`config.mk`:
```
export PLATFORM = sky130hd
export DESIGN_NAME = cdc_handshake_tx_flat
export DESIGN_NICKNAME = d
export VERILOG_FILES = /design/src/rtl/cdc_handshake_tx_if.sv /design/src/rtl/cdc_handshake_tx.sv /design/src/flat_wrapper.sv
export SDC_FILE = /design/constraint.sdc
export NUM_CORES = 1
export LEC_CHECK = 0
export BUFFER_PORTS_ARGS = -buffer_cell sky130_fd_sc_hd__buf_2
export CELL_PAD_IN_SITES_DETAIL_PLACEMENT = 1
export CELL_PAD_IN_SITES_GLOBAL_PLACEMENT = 1
export CORE_ASPECT_RATIO = 1.1
export CORE_MARGIN = 2
export CORE_UTILIZATION = 33
export CTS_CLUSTER_DIAMETER = 120
export DETAILED_ROUTE_END_ITERATION = 8
export GPL_TIMING_DRIVEN = 0
export PLACE_DENSITY_LB_ADDON = 0.25
export SLEW_MARGIN = 20
export SYNTH_ARGS = -nofsm -noshare
export SYNTH_HDL_FRONTEND = slang
export SYNTH_SLANG_ARGS = --single-unit
```
`constraint.sdc`:
```
create_clock -name clk -period 3.7 [get_ports clk]
set_input_delay 0.74 -clock clk [delete_from_list [all_inputs] [get_ports clk]]
set_output_delay 0.74 -clock clk [all_outputs]
set_load 0.1 [all_outputs]
```
`src/rtl/cdc_handshake_tx_if.sv`:
```
// Bundle for the cdc_handshake_tx local valid/ready stream and the cross-domain req/ack bus.
// master: the transmitter block. slave: the local producer plus the remote receiver.
interface cdc_handshake_tx_if #(
   parameter int unsigned Width = 32
) ();

   logic             in_valid;
   logic             in_ready;
   logic [Width-1:0] in_data;
   logic             xfer_req;
   logic [Width-1:0] xfer_data;
   logic             xfer_ack;
   logic             xfer_done;
   logic             timeout_err;

   modport master (
      input  in_valid,
      input  in_data,
      input  xfer_ack,
      output in_ready,
      output xfer_req,
      output xfer_data,
      output xfer_done,
      output timeout_err
   );

   modport slave (
      output in_valid,
      output in_data,
      output xfer_ack,
      input  in_ready,
      input  xfer_req,
      input  xfer_data,
      input  xfer_done,
      input  timeout_err
   );

endinterface

```
`src/rtl/cdc_handshake_tx.sv`:
```
// Source side of a 4-phase req/ack CDC handshake: captures a word, holds it, and runs req/ack.
// Optional watchdog on the acknowledge wait is built when CDC_TX_TIMEOUT_EN is defined.
module cdc_handshake_tx #(
   parameter int unsigned Width         = 32,
   parameter int unsigned SyncDepth     = 2,
   parameter int unsigned TimeoutCycles = 1024
) (
   input logic                clk,
   input logic                rst,
   cdc_handshake_tx_if.master bus
);

   typedef enum logic [1:0] {
      IDLE     = 2'd0,
      SETUP    = 2'd1,
      REQ_HIGH = 2'd2,
      REQ_LOW  = 2'd3
   } state_e;

   if (SyncDepth < 2) begin : g_bad_sync_depth
      $error("cdc_handshake_tx: SyncDepth must be at least 2");
   end
   if (TimeoutCycles < 2) begin : g_bad_timeout
      $error("cdc_handshake_tx: TimeoutCycles must be at least 2");
   end

   state_e               state_q, state_d;
   logic [SyncDepth-1:0] sync_q, sync_d;
   logic                 ack_s;
   logic                 xfer_req_q, xfer_req_d;
   logic [Width-1:0]     xfer_data_q, xfer_data_d;
   logic                 xfer_done_q, xfer_done_d;

   // Acknowledge synchronizer; only the last stage is ever looked at.
   assign ack_s  = sync_q[SyncDepth-1];
   assign sync_d = {sync_q[SyncDepth-2:0], bus.xfer_ack};

   always_comb begin
      state_d     = state_q;
      xfer_req_d  = xfer_req_q;
      xfer_data_d = xfer_data_q;
      xfer_done_d = 1'b0;
      unique case (state_q)
         IDLE: begin
            if (bus.in_valid && !ack_s) begin
               xfer_data_d = bus.in_data;
               state_d     = SETUP;
            end
         end
         SETUP: begin
            xfer_req_d = 1'b1;
            state_d    = REQ_HIGH;
         end
         REQ_HIGH: begin
            if (ack_s) begin
               xfer_req_d = 1'b0;
               state_d    = REQ_LOW;
            end
         end
         REQ_LOW: begin
            if (!ack_s) begin
               xfer_done_d = 1'b1;
               state_d     = IDLE;
            end
         end
         default: state_d = IDLE;
      endcase
   end

   always_ff @(posedge clk) begin
      if (rst) begin
         state_q     <= IDLE;
         sync_q      <= '0;
         xfer_req_q  <= 1'b0;
         xfer_data_q <= '0;
         xfer_done_q <= 1'b0;
      end else begin
         state_q     <= state_d;
         sync_q      <= sync_d;
         xfer_req_q  <= xfer_req_d;
         xfer_data_q <= xfer_data_d;
         xfer_done_q <= xfer_done_d;
      end
   end

   // A stale acknowledge left over from an interrupted transfer blocks new captures.
   assign bus.in_ready  = (state_q == IDLE) && !ack_s;
   assign bus.xfer_req  = xfer_req_q;
   assign bus.xfer_data = xfer_data_q;
   assign bus.xfer_done = xfer_done_q;

`ifdef CDC_TX_TIMEOUT_EN
   localparam int unsigned CntW   = $clog2(TimeoutCycles) + 1;
   localparam int unsigned CntMax = TimeoutCycles - 1;

   logic [CntW-1:0] cnt_q, cnt_d;
   logic            timeout_err_q, timeout_err_d;
   logic            waiting;
   logic            entering;

   assign waiting  = (state_q == REQ_HIGH) || (state_q == REQ_LOW);
   assign entering = (state_d != state_q) &&
                     ((state_d == REQ_HIGH) || (state_d == REQ_LOW));

   // Counter saturates at the limit so a very long wait cannot wrap it.
   always_comb begin
      cnt_d         = cnt_q;
      timeout_err_d = timeout_err_q;
      if (entering) begin
         cnt_d = '0;
      end else if (waiting && (cnt_q != CntW'(CntMax))) begin
         cnt_d = cnt_q + CntW'(1);
      end
      if (waiting && (cnt_q == CntW'(CntMax))) begin
         timeout_err_d = 1'b1;
      end
   end

   always_ff @(posedge clk) begin
      if (rst) begin
         cnt_q         <= '0;
         timeout_err_q <= 1'b0;
      end else begin
         cnt_q         <= cnt_d;
         timeout_err_q <= timeout_err_d;
      end
   end

   assign bus.timeout_err = timeout_err_q;
`else
   assign bus.timeout_err = 1'b0;
`endif

endmodule

```
`src/flat_wrapper.sv`:
```
// flat-port wrapper written by rule: the top's interface ports become plain ports
module cdc_handshake_tx_flat 
#(
   parameter int unsigned Width         = 32,
   parameter int unsigned SyncDepth     = 2,
   parameter int unsigned TimeoutCycles = 1024
)
  (clk, rst, bus_in_valid, bus_in_data, bus_xfer_ack, bus_in_ready, bus_xfer_req, bus_xfer_data, bus_xfer_done, bus_timeout_err);
  cdc_handshake_tx_if #(.Width(Width)) bus_i ();
  input logic clk;
  input logic rst;
  input wire logic [$bits(bus_i.in_valid)-1:0] bus_in_valid;
  input wire logic [$bits(bus_i.in_data)-1:0] bus_in_data;
  input wire logic [$bits(bus_i.xfer_ack)-1:0] bus_xfer_ack;
  output wire logic [$bits(bus_i.in_ready)-1:0] bus_in_ready;
  output wire logic [$bits(bus_i.xfer_req)-1:0] bus_xfer_req;
  output wire logic [$bits(bus_i.xfer_data)-1:0] bus_xfer_data;
  output wire logic [$bits(bus_i.xfer_done)-1:0] bus_xfer_done;
  output wire logic [$bits(bus_i.timeout_err)-1:0] bus_timeout_err;
  assign bus_i.in_valid = bus_in_valid;
  assign bus_i.in_data = bus_in_data;
  assign bus_i.xfer_ack = bus_xfer_ack;
  assign bus_in_ready = bus_i.in_ready;
  assign bus_xfer_req = bus_i.xfer_req;
  assign bus_xfer_data = bus_i.xfer_data;
  assign bus_xfer_done = bus_i.xfer_done;
  assign bus_timeout_err = bus_i.timeout_err;
  cdc_handshake_tx #(.Width(Width), .SyncDepth(SyncDepth), .TimeoutCycles(TimeoutCycles)) u_core (.clk(clk), .rst(rst), .bus(bus_i));
endmodule
```
==> results.md <==
- Synth Register Bits: 38
- Fmax: 448 MHz
- Crit path kind: reg -> out
- Chip Height: 73.2 um
- P_leak: 0.928 nW
- TritonCTS clock tree: built
- Setup TNS: 0 ns
- GR Util All Layers: between 10% and 20%
- Initial antenna violation count: 0
- Power Density: 856 nW/um^2
- Commonest cells in the synthesized netlist: 65 x nand2_1, 38 x dfxtp_1, 33 x a21oi_1
- Vias in the first global route: 1337
- CP startpoint kind: flip-flop
- Most frequent cell after synthesis: nand2_1
- Async SR Flop Fraction: 0%
- Top Ports: 72
- First-pass GRT wire length: roughly 5700 um
- Met3 Use GR: 4.01%
- Final weighted congestion in routability-driven placement: between 0.6 and 0.7
- Iteration count of the initial detailed-routing pass: 4
- Post-synthesis instance total: 172
- RSZ-0062 raised after global routing: false
- Synth area leader: dfxtp_1
- CP endpoint kind: primary output
- CP max FO: 5
- Via/cell ratio: 4.45
- Crit-path cells: inv_1, ha_1, and2b_1, buf_2
- Synth top area share: 52.9%
- Crit path DAT: 1.49 ns
- Reg2reg path depth: 5
- Hold slack: 0.448 ns
- Post-cts hold buffer count: 0
- Seq/Total Area, Yosys: 52.9%
- Total power: 1.66 mW
- Share of cells above drive strength 1: 34.3%
- Synthesized cell area: approximately 1400 um^2
- Met2 Use GR: 25.6%
- Initial Util: 33.8%
- Critical Path Sink: bus_in_ready
- CTS root buf: clkbuf_8
- WL/cell: 11.5 um
- Die W: 66.9 um
- Pins Over Slew Limit: 0
- Hold path start: u_core.sync_q[0]
- CTS Sinks: 38
- Critical Path RT: about 3 ns
- Internal reg-to-reg setup slack: 2.18 ns
- Worst r2r src: u_core.state_q[0]
- Port bufs: 70
- H-tree levels: 2
- Die area: 4900 um^2
- Clk_lat worst skew: 0.27 ns
- CP startpoint: u_core.state_q[0]
- Max Cap Violations: 0
- Grt peak-use layer: met2
- Final hold violations: 0
- Clk_skew: approximately 0.0022 ns
- Finished Core Util: 45.6%
- Synth unique cells: 22
- Largest net degree at the start of global routing: 11
- Syn Area/Cell: between 8 and 9 um^2
- Rows: 25
- Post-DP HPWL: ~2600 um
- Diodes inserted: 0
- WL final: 3470 um
- Crit path max-delay cell type: buf_2
- Worst Hold Path Cells: 1
- Synth area leaders: dfxtp_1 53%, nand2_1 17%, a21oi_1 11%
- Final #Nets: 289
- Via Count: about 1300
- Gr ovfl total: 0
- CTS-repair resized insts: 0
- Total setup buffers inserted after CTS: 0
- Core area: 4250 um^2
- Reg-to-Reg End: u_core.state_q[1]
- Drt drc: 0
- EDFF count, synth: 0
- Peak VDD IR: 0.397 mV
- Status: complete, no violations
- Post-synth top flop: dfxtp_1
- Yosys warning count: 0
- Area grow syn2layout: 34.8%
- Routed Antenna Nets: 0
- Longest Clk Path Bufs: 2
- Syn_nets: 212
- Part of the cycle the worst path needs: 60.3%
- Initial DRC count: 55
- HP Class: reg -> reg
- Total CTS buffers: 5
- Routing usage on met1: a little under a fifth
- Tmin final: 2.23 ns
- Slowest stage delay, CP: 0.41 ns
- Fillers: 567
- Clk slew on worst S/H paths: 0.07 ns
- Count of final setup violators: 0
through the flow:
| step | instance area [um^2] | setup slack (ns) | std cells |
|---|---|---|---|
| after floorplan | 1440 | 1.65 | 172 |
| after global placement | 1860 | 1.79 | 296 |
| after detailed placement | 1860 | 1.75 | 296 |
| after CTS | 1940 | 1.45 | 302 |
| after global routing | 1940 | 1.38 | 302 |
| final | 1940 | 1.47 | 302 |
power breakdown:
| group | total, mW | internal, mW | switching, mW |
|---|---|---|---|
| registers | 0.525 | 0.485 | 0.0396 |
| logic | 0.863 | 0.158 | 0.704 |
| clock network | 0.271 | 0.144 | 0.128 |
worst min-delay path by stage:
stage                                          to  slack [ns]
after floorplan                  u_core.sync_q[1]        0.41
after global placement           u_core.sync_q[1]        0.42
after detailed placement         u_core.sync_q[1]        0.44
after CTS                 u_core.bus.xfer_data[5]        0.46
after global routing      u_core.bus.xfer_data[5]        0.47
final                            u_core.sync_q[1]        0.45
cells in the final DEF, fill, tap and decap left out, drive strengths merged:
| cell | netlist | final |
|---|---|---|
| a211oi | 1 | 1 |
| a21oi | 33 | 33 |
| and2b | 1 | 1 |
| and3b | 1 | 1 |
| buf | 9 | 79 |
| clkbuf | 3 | 9 |
| conb | 1 | 1 |
| dfxtp | 38 | 38 |
| ha | 4 | 4 |
| inv | 2 | 2 |
| mux2 | 1 | 1 |
| mux2i | 1 | 1 |
| nand2 | 65 | 65 |
| nand2b | 2 | 2 |
| nand3b | 1 | 1 |
| nor2 | 3 | 3 |
| nor2b | 3 | 3 |
| nor3b | 1 | 1 |
| o21a | 1 | 1 |
| o2bb2ai | 1 | 1 |
critical path, delay by kind of cell, from the launching register on:
kind                       cells  cell delay [ns]
buffers and inverters          2             0.50
and+or+nand+nor                1             0.14
adders and majority gates      1             0.23
DFF                            1             0.34
logic make-up after synthesis:
kind of cell | Yosys count | synth area share [%]
AND/OR/NAND/NOR | 77 | 22.1
adder cells (fa/ha/maj) | 4 | 3.48
flip-flops | 38 | 52.9
other | 1 | 0.261
AO/OA/AOI/OAI | 36 | 13.1
buffers and inverters | 14 | 6.61
multiplexers | 2 | 1.48
registers in the layout (all words and copies together), names as in the netlist:
signal,count
u_core.bus.xfer_data,32
u_core.state_q,2
u_core.sync_q,2
u_core.bus.xfer_done,1
u_core.bus.xfer_req,1
area by class of cell:
cell class / count / area (um^2) / share of cell area, %
Buffer: 12 / 87.6 / 4.52
Clock buffer: 6 / 82.6 / 4.26
Inverter: 2 / 7.51 / 0.387
Multi-Input combinational cell: 120 / 582 / 30.0
Sequential cell: 38 / 761 / 39.3
Tap cell: 54 / 67.6 / 3.49
Timing Repair Buffer: 70 / 350 / 18.1
metal layers:
layer	wire length [um]	share of wire [%]	vias to the layer above
li1	-	-	699
met1	1630	47	595
met2	1580	45	48
met3	240	6.9	2
met4	25	0.72	0
met5	0	0	-
Note: power is estimated with default switching activity, not from simulation.
